`config.mk`:
```
export PLATFORM = sky130hd
export DESIGN_NAME = fetch_queue
export DESIGN_NICKNAME = d
export VERILOG_FILES = /design/src/rtl/fetch_queue.sv
export SDC_FILE = /design/constraint.sdc
export NUM_CORES = 1
export LEC_CHECK = 0
export BUFFER_PORTS_ARGS = -buffer_cell sky130_fd_sc_hd__buf_2
export CORE_ASPECT_RATIO = 1.25
export CORE_MARGIN = 2
export CORE_UTILIZATION = 50
export DETAILED_ROUTE_END_ITERATION = 6
export PLACE_DENSITY_LB_ADDON = 0.12
export SETUP_SLACK_MARGIN = 0.1
export SKIP_LAST_GASP = 1
export SLEW_MARGIN = 20
export SYNTH_ARGS = -nofsm -noshare
export SYNTH_HDL_FRONTEND = slang
export SYNTH_SLANG_ARGS = --single-unit
```
`constraint.sdc`:
```
create_clock -name clk -period 7.1 [get_ports clk]
set_input_delay 0.71 -clock clk [delete_from_list [all_inputs] [get_ports clk]]
set_output_delay 0.71 -clock clk [all_outputs]
set_load 0.02 [all_outputs]
```
`src/rtl/fetch_queue.sv`:
```
// Instruction buffer between fetch and decode: circular FIFO of (pc, instr)
// pairs with first-word fall-through output and a synchronous full flush.
module fetch_queue #(
    parameter int DEPTH = 8,
    parameter int PTR_W = 3
) (
    input  logic             clk,
    input  logic             reset,
    input  logic [31:0]      pc_i,
    input  logic [31:0]      instr_i,
    input  logic             fetch_valid_i,
    output logic             fetch_ready_o,
    input  logic             flush_i,
    input  logic             dec_ready_i,
    output logic             dec_valid_o,
    output logic [31:0]      pc_o,
    output logic [31:0]      instr_o,
    output logic [PTR_W:0]   count_o
);

    localparam logic [PTR_W:0]   FULL_CNT = (PTR_W + 1)'(DEPTH);
    localparam logic [PTR_W-1:0] PTR_ONE  = PTR_W'(1);

    logic [31:0]      pc_mem    [DEPTH];
    logic [31:0]      instr_mem [DEPTH];
    logic [PTR_W-1:0] wr_ptr;
    logic [PTR_W-1:0] rd_ptr;
    logic [PTR_W:0]   count;
    logic             push;
    logic             pop;

    // Ready/valid come from registered occupancy only, so a pop never
    // opens a same-cycle push slot when full.
    assign fetch_ready_o = (count != FULL_CNT);
    assign dec_valid_o   = (count != '0);
    assign count_o       = count;

    assign push = fetch_valid_i && fetch_ready_o && !flush_i;
    assign pop  = dec_valid_o && dec_ready_i && !flush_i;

    assign pc_o    = dec_valid_o ? pc_mem[rd_ptr]    : 32'h0;
    assign instr_o = dec_valid_o ? instr_mem[rd_ptr] : 32'h0;

    // Storage is deliberately left out of reset; pointers define validity.
    always_ff @(posedge clk) begin
        if (push) begin
            pc_mem[wr_ptr]    <= pc_i;
            instr_mem[wr_ptr] <= instr_i;
        end
    end

    always_ff @(posedge clk or negedge reset) begin
        if (!reset) begin
            wr_ptr <= '0;
            rd_ptr <= '0;
            count  <= '0;
        end else if (flush_i) begin
            wr_ptr <= '0;
            rd_ptr <= '0;
            count  <= '0;
        end else begin
            if (push) wr_ptr <= wr_ptr + PTR_ONE;
            if (pop)  rd_ptr <= rd_ptr + PTR_ONE;
            case ({push, pop})
                2'b10:   count <= count + 1'b1;
                2'b01:   count <= count - 1'b1;
                default: count <= count;
            endcase
        end
    end

endmodule

```
==> metrics.cfg <==
[status]
outcome=finished, final reports clean

[setup_path]
crit_path_end_kind=primary output
path_max_fanout=60
cpPeakStageDelay_ns=0.69
required_ns=6.39
slowest_stage=dfrtp_4
ff2ff_path_depth=6
worst-setup-path-type=reg -> out
r2r_start=count_o[0]
path_cells=buf_16 > buf_12 > mux4_2 > mux2i_1 > nor2_1 > buf_2
timing.rr.end=pc_mem[6][10]
worst-endpoint-arrival_ns=3.15
r2r_slack_ns=3.72
crit_start=rd_ptr[0]
cp-start-kind=flip-flop

[clock_tree]
clock_latency_ns=0.57
clockRootBuffer=clkbuf_16
cts_buffers=51
cts_buffer_depth=3
clk_transition_reported_paths_ns=0.06
post_cts_resized=0
htree_num_levels=2
cts_tree=built
cts.sinks=522

[worst_hold_path]
hp-class=in -> reg
min_to=instr_mem[3][20]
hold_depth=1
hold_start=instr_i[20]

[sta]
hold_viol_final=0
whs_ns=0.408
fin_crit_sh_pct=54.3
finalSetupViolations=0
max_freq_mhz=259
drv_slew=0
finalSetupTns_ns=0
slew_headroom_pct=28.7
grt_setup_unrepaired=false
skew_ns=0.0105
finalCriticalPeriod_ns=3.86
max_slew.worst_pin.slew_ns=1.07

[synth]
syn-num-nets=968
synthDistinctLibCells=37
ys_warn_count=0
synth_cells=895
ys_ff_latch=522
yosysSeqAreaShare_pct=77.8
syn_area_per_cell_um2=22.4
syn-cell-area_um2=20100

[global_route]
grt_pass1_wl_um=59100
grt_pass1_vias=9635
grtUsageTotal_pct=19.1
overflow=0
antenna_found_initial=3
grt_start_max_net_pins=66

[detailed_routing]
drc=0
viasPerCell=5.70
wirelength_um=39100
wl_per_cell_um=24.4
ant_nets=0
drt_first_iter_violations=516
firstDrtPassIters=5
vias=9149

[final_layout]
drive_above_1_share_pct=34.3
nets=1134
design_area_um2=23000
syn_to_final_growth_pct=14.8
antenna_cells=0
fin_util_pct=57.7

[place]
place_area_um2=21400
routabilityCongestion=0.703
portBuffers=138
place_hpwl_um=20600

[floorplanning]
rows=82
start_util_pct=50.3
io_pins=139
fp.coreArea_um2=39900
die_w_um=183
die-area_um2=41800
die_height_um=228

[power]
powerDensity_nw_per_um2=345
fin_total_pwr_mw=7.95
p_leak_nw=7.35
peakVddDrop_uv=263

[job]
cap_violations=0

## stage by stage
step	cells	setup slack [ns]
2_1_floorplan	895	0.815
3_3_place_gp	1510	3.55
3_5_place_dp	1510	3.57
4_1_cts	1605	2.94
5_1_grt	1606	2.99
6_report	1606	3.24
## sequential cells by signal (all words and copies together) (netlist names)
| signal | flops |
|---|---|
| instr_mem | 256 |
| count_o | 4 |
| wr_ptr | 3 |
| pc_mem | 256 |
| rd_ptr | 3 |
## cells by family (layout without fill, tap and decap cells)
kind of cell | count (synthesis) | after routing | synth area share [%]
AOI/OAI and AO/OA | 16 | 16 | 0.561
xor gates and xnor gates | 5 | 5 | 0.218
adders and majority gates | 4 | 4 | 0.249
buffers and inverters | 51 | 258 | 1.16
DFF | 522 | 522 | 77.8
muxes | 193 | 193 | 17.6
and+or+nand+nor | 104 | 104 | 2.40
## synthesized netlist by cell type (all sizes together)
library cell	count	area, um^2
nand2	6	22.5
xnor2	2	17.5
o211ai	3	22.5
mux2i	65	651
o21a	1	7.51
nor3	6	46.3
nand4	3	18.8
nand3	2	10.0
nor2	75	282
clkbuf	7	26.3
or3	3	18.8
inv	6	22.5
or3b	2	17.5
ha	4	50.1
a21oi	6	33.8
nor4b	1	23.8
o41a	1	11.3
mux4	128	2880
o21ai	3	15.0
and3	1	6.26
buf	38	184
nor4	1	6.26
o41ai	1	16.3
xor2	3	26.3
or2b	1	7.51
nand2b	2	12.5
dfrtp	10	250
nor4bb	1	10.0
a31oi	1	6.26
edfxtp	512	15400
## cell usage in the layout, fill, tap and decap left out, types with 4 or more instances in the layout
| cell type | instances |
|---|---|
| clkinv_1 | 13 |
| inv_1 | 5 |
| a21oi_1 | 5 |
| mux4_2 | 128 |
| nor2_1 | 69 |
| buf_2 | 138 |
| dfrtp_1 | 7 |
| buf_4 | 17 |
| clkinv_2 | 14 |
| nor2_4 | 6 |
| clkbuf_16 | 51 |
| nand2_1 | 6 |
| ha_1 | 4 |
| edfxtp_1 | 512 |
| bufinv_16 | 4 |
| mux2i_1 | 65 |
| clkbuf_1 | 6 |
## worst max-delay path by stage
| stage | end | cells past startpoint | slack (ns) |
|---|---|---|---|
| after CTS | pc_o[24] | 5 | 2.94 |
| after global placement | pc_o[20] | 5 | 3.55 |
| after global routing | instr_o[15] | 6 | 2.99 |
| after floorplan | instr_mem[0][0] | 6 | 0.82 |
| final | instr_o[15] | 6 | 3.24 |
| after detailed placement | pc_o[24] | 5 | 3.57 |
## where the power goes
part / total, mW / internal, mW / switching, mW
Sequential: 3.60 / 3.51 / 0.0875
Combinational: 1.79 / 0.681 / 1.11
Clock: 2.57 / 1.46 / 1.11
## per-layer routing
layer / GRT usage (%) / up-vias / wire length (um)
met1: 25.6 / 4857 / 16600
met4: 4.68 / 6 / 692
met5: 0 / - / 36
li1: - / 4057 / -
met3: 3.29 / 61 / 1500
met2: 33.0 / 168 / 20300
## critical path: cells and delay by family (launching register included)
kind	cells	cell delay, ns
multiplexers	2	0.75
flip-flops	1	0.69
buffers and inverters	3	0.97
AND/OR/NAND/NOR	1	0.09
## area by class of cell
class / instances / area, um^2
flip-flops and latches: 522 / 15600
inverters: 6 / 22.5
fillers: 2977 / 16900
well taps: 504 / 631
repair buffers: 158 / 876
clock inverters: 37 / 293
clock buffers: 57 / 1300
multi-input cells: 322 / 4290
## timing repair
item,CTS,global route
hold endpoints to repair,10,0
hold buffers,1,0
buffers inserted,0,0
No activity file was read; power rests on OpenSTA's default activity.
